## config.mk

```make
export PLATFORM = sky130hd
export DESIGN_NAME = regf_scoreboard
export DESIGN_NICKNAME = d
export VERILOG_FILES = /design/src/rtl/regf_scoreboard.sv
export SDC_FILE = /design/constraint.sdc
export NUM_CORES = 1
export LEC_CHECK = 0
export CAP_MARGIN = 5
export CORE_MARGIN = 1
export CORE_UTILIZATION = 57
export DETAILED_ROUTE_END_ITERATION = 12
export MAX_ROUTING_LAYER = met4
export PLACE_DENSITY_LB_ADDON = 0.25
export SYNTH_ARGS = -nofsm -noshare
export SYNTH_HDL_FRONTEND = slang
export SYNTH_SLANG_ARGS = --single-unit
```

## constraint.sdc

```tcl
create_clock -name clk -period 7.9 [get_ports clk]
set_clock_uncertainty 0.2 [all_clocks]
set_input_delay 1.58 -clock clk [delete_from_list [all_inputs] [get_ports clk]]
set_output_delay 1.58 -clock clk [all_outputs]
set_load 0.005 [all_outputs]
```

## src/rtl/regf_scoreboard.sv

```systemverilog
// Purpose: tracks rd of in-flight long ops (load, mul/div) and stalls decode on uncovered RAW/WAW hazards or when the op table is full.
// Latency: stall is combinational, with zero latency. pending_mask, outstanding, stall_cycles and protocol_err are registered and update on the next rising edge.
// Backpressure: stall holds decode. A same-cycle long writeback unmasks its register, so the dependent op issues in that cycle.
module regf_scoreboard #(
    parameter int MAX_OUTSTANDING = 4,
    localparam int CW = $clog2(MAX_OUTSTANDING + 1)
) (
    input  logic          clk,
    input  logic          rst_n,
    input  logic          issue_valid,
    input  logic [4:0]    issue_rs1_addr,
    input  logic          issue_rs1_used,
    input  logic [4:0]    issue_rs2_addr,
    input  logic          issue_rs2_used,
    input  logic [4:0]    issue_rd_addr,
    input  logic          issue_regf_we,
    input  logic          issue_long,
    input  logic          flush,
    input  logic          wb_valid,
    input  logic [4:0]    wb_rd_addr,
    input  logic          wb_long,
    output logic          stall,
    output logic [31:0]   pending_mask,
    output logic [CW-1:0] outstanding,
    output logic [31:0]   stall_cycles,
    output logic          protocol_err
);
    localparam int CW1 = CW + 1;
    localparam logic [CW:0] MAX_V = CW1'(MAX_OUTSTANDING);

    logic [31:1]   pending_q, pending_d;
    logic [CW-1:0] outstanding_q, outstanding_d;
    logic [31:0]   stall_cycles_q, stall_cycles_d;
    logic          protocol_err_q, protocol_err_d;

    logic [31:0] pend_full, clr_vec, set_vec, eff, next_full;
    logic [CW:0] occ_eff;
    logic        clr, raw1, raw2, waw, full, stall_c, fire, set;

    // Hazard detection against pending state minus the same-cycle clear, plus next-state computation.
    always_comb begin
        pend_full      = {pending_q, 1'b0};
        clr            = wb_valid && wb_long && (wb_rd_addr != 5'd0) && pend_full[wb_rd_addr];
        clr_vec        = clr ? (32'd1 << wb_rd_addr) : 32'd0;
        // Writeback data reaches decode through the forwarding path, so a clearing register no longer blocks.
        eff            = pend_full & ~clr_vec;
        raw1           = issue_rs1_used && (issue_rs1_addr != 5'd0) && eff[issue_rs1_addr];
        raw2           = issue_rs2_used && (issue_rs2_addr != 5'd0) && eff[issue_rs2_addr];
        waw            = issue_regf_we && (issue_rd_addr != 5'd0) && eff[issue_rd_addr];
        occ_eff        = {1'b0, outstanding_q} - {{CW{1'b0}}, clr};
        full           = issue_long && issue_regf_we && (issue_rd_addr != 5'd0) && (occ_eff == MAX_V);
        stall_c        = issue_valid && !flush && (raw1 || raw2 || waw || full);
        fire           = issue_valid && !stall_c && !flush;
        set            = fire && issue_long && issue_regf_we && (issue_rd_addr != 5'd0);
        set_vec        = set ? (32'd1 << issue_rd_addr) : 32'd0;
        // If set and clear hit the same register, set wins and the bit stays pending.
        next_full      = eff | set_vec;
        pending_d      = next_full[31:1];
        // set is refused while full, so the counter cannot exceed MAX or drop below zero.
        outstanding_d  = outstanding_q + CW'(set) - CW'(clr);
        protocol_err_d = protocol_err_q || (wb_valid && wb_long && !clr);
        stall_cycles_d = (stall_c && (stall_cycles_q != 32'hFFFF_FFFF)) ? stall_cycles_q + 32'd1
                                                                        : stall_cycles_q;
    end

    // State registers. The asynchronous reset drops all in-flight tracking immediately.
    always_ff @(posedge clk or negedge rst_n) begin
        if (!rst_n) begin
            pending_q      <= '0;
            outstanding_q  <= '0;
            stall_cycles_q <= '0;
            protocol_err_q <= 1'b0;
        end else begin
            pending_q      <= pending_d;
            outstanding_q  <= outstanding_d;
            stall_cycles_q <= stall_cycles_d;
            protocol_err_q <= protocol_err_d;
        end
    end

    assign stall        = stall_c;
    assign pending_mask = {pending_q, 1'b0};
    assign outstanding  = outstanding_q;
    assign stall_cycles = stall_cycles_q;
    assign protocol_err = protocol_err_q;
endmodule

```

==> results.md <==
- Post-DP HPWL: 13400 µm
- Number of enable flip-flop cells after synthesis: 0
- Pleak: 2.65 nW
- Hold_buf cts: 0
- Total wire length: 18800 µm
- Most crowded layer after global routing: met2
- WL per Instance: 24.8 µm
- Setup CP Type: primary input to output port
- # IOs: 99
- Nets: 683
- Clk sinks: 67
- Final worst slack: 0.427 ns
- Hold Crit Start: stall_cycles[22]
- Vias per inst: 7.12
- Share of cells above drive strength 1: 11.4%
- Post-layout minimum cycle time: 7.47 ns
- RePlAce Congestion: 0.995
- Max-cap violations: 0
- Worst Path Arrival: 5.69 ns
- Total power: 1.06 mW
- Pwr dens: 167 nW/µm²
- M1 GR Usage: 57.7%
- Port Buffers: 97
- DRT Pass-1 Iters: 7
- Unrepaired setup endpoints after global routing: false
- Max transition margin: 37.3%
- Post-synthesis sequential area ratio: 32.9%
- Yosys warns: 0
- Status: completed
- Worst slew pin tran: 0.933 ns
- Post-CTS Setup Repair Bufs: 0
- Peak VDD IR: 158 µV
- Most frequent cell after synthesis: dfrtp_1
- Share of the synthesized area in the top cell type: 32.9%
- Area after DPL: 6120 µm²
- First-pass GRT wire length: 28600 µm
- Synthesis-to-layout area growth: 24.7%
- Tcrit/Tclk final: 94.6%
- Clock slew at reported path FFs: 0.08 ns
- Core Area: 8680 µm²
- R2R Path Start: pending_q[7]
- Crit end category: output port
- Final Hold Vio Count: 0
- Cell type with the largest total area after synthesis: dfrtp_1
- DR DRC count: 0
- Met2 Use GR: 59.7%
- Setup-failing EPs final: 0
- Vias: 5405
- Post-Syn Area: 5090 µm²
- Critical Path RT: 6.12 ns
- Initial antenna violation count: 0
- Hold WS: 0.289 ns
- Synth top cells by count: dfrtp_1 (67), nand2_1 (40), nor2_1 (39)
- Routed Antenna Nets: 0
- Hold Path Class: register to register
- Top cells by area, synth: dfrtp_1 (33%), xor2_1 (5.5%), o41ai_2 (4.5%)
- Routing usage on met3: 10.6%
- Fin util: 73.2%
- Unique masters post-synth: 68
- Synthesized net count: 604
- Worst-path maximum fanout: 12
- Largest net degree at the start of global routing: 68
- Cell area after layout: 6350 µm²
- CTS max path bufs: 2
- Fmax: 134 MHz
- TritonCTS clock tree: yes
- Avg Inst Size Synth: 8.98 µm²
- Final slew viol count: 0
- FP Rows: 34
- Die extent in x: 96.5 µm
- FF+latch count, synth: 67
- Asr flop ratio synth: 100%
- CTS root buf: clkbuf_8
- Number of gates resized after cts: 0
- Initial DRC count: 514
- Predominant post-synthesis flop cell: dfrtp_1
- Synth Instances: 567
- CTS buffer count: 9
- Critical Path Start: wb_rd_addr[1]
- CP startpoint kind: primary input
- Fin cells: 759
- H-tree Lvls: 3
- Total GRT Usage: 43.1%
- Grt ovf: 0
- N_diodes: 0
- Setup TNS: 0 ns
- Vias in the first global route: 5159
- Starting Density: 58.7%
- Placement Setup Slack: 0.570 ns
- Worst-Skew Late Latency: 0.35 ns
- Die area: 9310 µm²
- R2R Setup Slk: 2.67 ns
- Inst Count DP: 743
- Die Y: 96.5 µm
-- worst max-delay path: stages --
cell             delay [ns]
clkdlybuf4s50_1        0.80
mux2i_1                0.19
a221o_1                0.36
or4_1                  0.59
o21a_1                 0.18
a21oi_1                0.38
ha_1                   0.27
a31oi_1                0.10
nor3b_1                0.26
nand3_1                0.14
o311ai_1               0.14
nor3b_4                0.09
nor2_1                 0.12
clkdlybuf4s50_1        0.51
-- layout by cell type (no fill, tap or decap), types with 17 or more instances in the layout --
master	n
clkdlybuf4s50_1	96
dfrtp_1	67
nand2_1	40
nor2_1	39
nand3_1	32
xor2_1	32
o31ai_1	21
nor3_1	21
mux2i_1	17
nor4_1	17
-- kinds of logic after synthesis --
| group | share of synthesized area (%) |
|---|---|
| flops | 32.9 |
| simple gates | 23.2 |
| compound gates | 22.7 |
| other cells | 0.0737 |
| xor+xnor | 5.85 |
| mux | 8.43 |
| buf+inv | 4.99 |
| fa+ha+maj | 1.87 |
-- power by group --
part           leakage [nW]  internal [mW]  switching (mW)  total (mW)
registers             0.887          0.375          0.0421       0.418
logic                  1.65          0.144           0.163       0.307
clock network         0.114          0.181           0.158       0.339
total                  2.65          0.700           0.364        1.06
-- path summary, 6_finish.rpt --
check	end	cells after the start
min in group asynchronous	pending_q[3]	2
max in group asynchronous	stall_cycles[15]	2
hold reg to reg	stall_cycles[22]	1
hold / removal	stall_cycles[22]	1
setup reg to reg	outstanding[2]	19
setup / recovery	stall	14
-- flip-flops by register name, indices dropped and copies added, names as in the netlist --
signal,flops
pending_q,31
outstanding,3
protocol_err,1
stall_cycles,32
-- layer usage --
| metal | share of wire (%) | wire length, µm |
|---|---|---|
| met5 | 0 | 0 |
| met2 | 43 | 8000 |
| met1 | 39 | 7350 |
| met3 | 13 | 2380 |
| met4 | 5.8 | 1080 |
-- cell type report --
class                      count  area (µm²)
clock buffer                   9         124
multi-input combinational    439        3170
tap                          108         135
sequential                    67        1680
fill                         650        2330
clock inverter                 7         100
timing repair buffer         113        1090
inverter                      16        60.1
(Power assumes the default switching activity.)
==> RTL edit, RTL diff (same settings) <==
`pending_q` no longer has a reset.
--- a/src/rtl/regf_scoreboard.sv
+++ b/src/rtl/regf_scoreboard.sv
@@ -68,3 +68,2 @@
         if (!rst_n) begin
-            pending_q      <= '0;
             outstanding_q  <= '0;
@@ -73,3 +72,2 @@
         end else begin
-            pending_q      <= pending_d;
             outstanding_q  <= outstanding_d;
@@ -78,2 +76,6 @@
         end
+    end
+
+    always_ff @(posedge clk) begin
+        pending_q <= pending_d;
     end
Function: changed (a bounded check fails within 4 cycles, from zero or initial values and one cycle with rst_n low).
==> RTL edit against the unedited design <==
- fmax grew 2.6%
- via count shrank 2.3%
- routed wire length shrank 7.1%
- synthesized area shrank 3.0%
- largest cell class unchanged
- power shrank 3.8%
- worst setup slack gained 190 ps
- die area shrank 3.0%
- sequential share of layout area shrank 1.9 points
- cell area shrank 2.1%
- sequential cell count is the same
==> RTL edit: results (changes against the unedited design) <==
- Outcome: finished, final reports clean (unchanged).
- Distinct cell type count of the synthesized netlist: 69 (was 68)
- The source-to-sink clock delay at the later pin of the worst-skew pair was 370 ps (was 350 ps).
- Multiplexer area fraction after synthesis: 0.0869 (was 0.0843)
- Share of synthesized area occupied by flip-flops and latches: 0.308 (was 0.329)
* Cell leakage power: 2.50 nW (was 2.65 nW)
* Layout cells sized above 1: 0.116 (was 0.114)
- The actual transition at the worst max-transition pin came to 877 ps (was 933 ps).
* Critical Path Fanout Max: 16 (was 12)
- Half-perimeter wire length after placement: 12800 µm (was 13400 µm)
- The via density per instance came to 6.94 (was 7.12).
- The fraction of synthesis flops using an asynchronous set or reset pin came to 0.537 (was 1.00).
- First-pass GRT wire length: 27300 µm (was 28600 µm)
- Delay contributed by the slowest stage of the critical path: 700 ps (was 800 ps)
- Depth of the worst register-to-register path: 15 (was 19)
* Share of the synthesized netlist area taken by xor and xnor gates: 0.0603 (was 0.0585)
- Number of DRC markers in iteration 0: 621 (was 514)
- The area of placed instances is 6010 µm² (was 6120 µm²).
* Average routed wire per standard cell: 23.0 µm (was 24.8 µm)
- The placer congestion estimate is 1.02 (was 0.995).
* Cell count after placement: 744 (was 743)
- Via count of the routed design: 5278 (was 5405)
* Dominant delay contributor by cell family on the critical path: compound AO/OA/AOI/OAI gates (was buffers and inverters)
* Detailed-routing iteration count for the pre-antenna-repair pass: 6 (was 7)
- Synth cell count leaders: sky130_fd_sc_hd__nand2_1 (40), sky130_fd_sc_hd__nor2_1 (39), sky130_fd_sc_hd__dfrtp_1 (36), sky130_fd_sc_hd__nand3_1 (32), sky130_fd_sc_hd__xor2_1 (32) (was sky130_fd_sc_hd__dfrtp_1 (67), sky130_fd_sc_hd__nand2_1 (40), sky130_fd_sc_hd__nor2_1 (39), sky130_fd_sc_hd__nand3_1 (32), sky130_fd_sc_hd__xor2_1 (32)).
- Complex-gate fraction of the synthesized area: 0.234 (was 0.227)
* Fill count: 606 (was 650)
* Via count of the first global-routing pass: 4919 (was 5159)
## RTL edit: cell types whose count changed after synthesis, sizes merged
cell and delta:
dfrtp -31, dfxtp +31
## RTL edit: final timing paths
kind | end | slack, ps | startpoint
setup reg to reg | outstanding[2] | 2950 | pending_q[7]
hold reg to reg | stall_cycles[29] | 290 | stall_cycles[29]
min in group asynchronous | stall_cycles[25] | 1430 | rst_n
max in group asynchronous | outstanding[0] | 5730 | rst_n
setup / recovery | stall | 620 | wb_rd_addr[2]
hold / removal | stall_cycles[29] | 290 | stall_cycles[29]
## RTL edit: cell families after synthesis
logic type / Yosys count
AND/OR/NAND/NOR: 223
flip-flops: 67
XOR/XNOR: 34
AO/OA/AOI/OAI: 143
buffers and inverters: 61
multiplexers: 31
other: 1
adder cells (fa/ha/maj): 7
## RTL edit: final cells by class
cell class | count | area [µm²] | area share
timing repair buffer | 117 | 1130 | 0.182
clock inverter | 7 | 75.1 | 0.0121
multi-input combinational | 439 | 3170 | 0.510
clock buffer | 9 | 124 | 0.0199
sequential | 67 | 1520 | 0.245
tap | 105 | 131 | 0.0211
inverter | 16 | 60.1 | 0.00967
## RTL edit: per-layer routing
metal  vias up  share of wire  GRT usage
li1       2324              -          -
met1      2489           0.40      0.556
met2       409           0.46      0.621
met3        56           0.11     0.0726
met4         0          0.032      0.179
met5         -              0          -
## RTL edit: power by group
| part | internal (mW) | switching (mW) | leakage [nW] |
|---|---|---|---|
| Combinational | 0.147 | 0.157 | 1.67 |
| Clock | 0.149 | 0.156 | 0.0996 |
| Sequential | 0.374 | 0.0405 | 0.728 |
## RTL edit: metrics by stage
step,util,worst slack (ps)
floorplan,-,1920
global placement,0.725,720
detailed placement,0.725,661
CTS,0.749,648
global route,0.749,399
finish,0.749,618
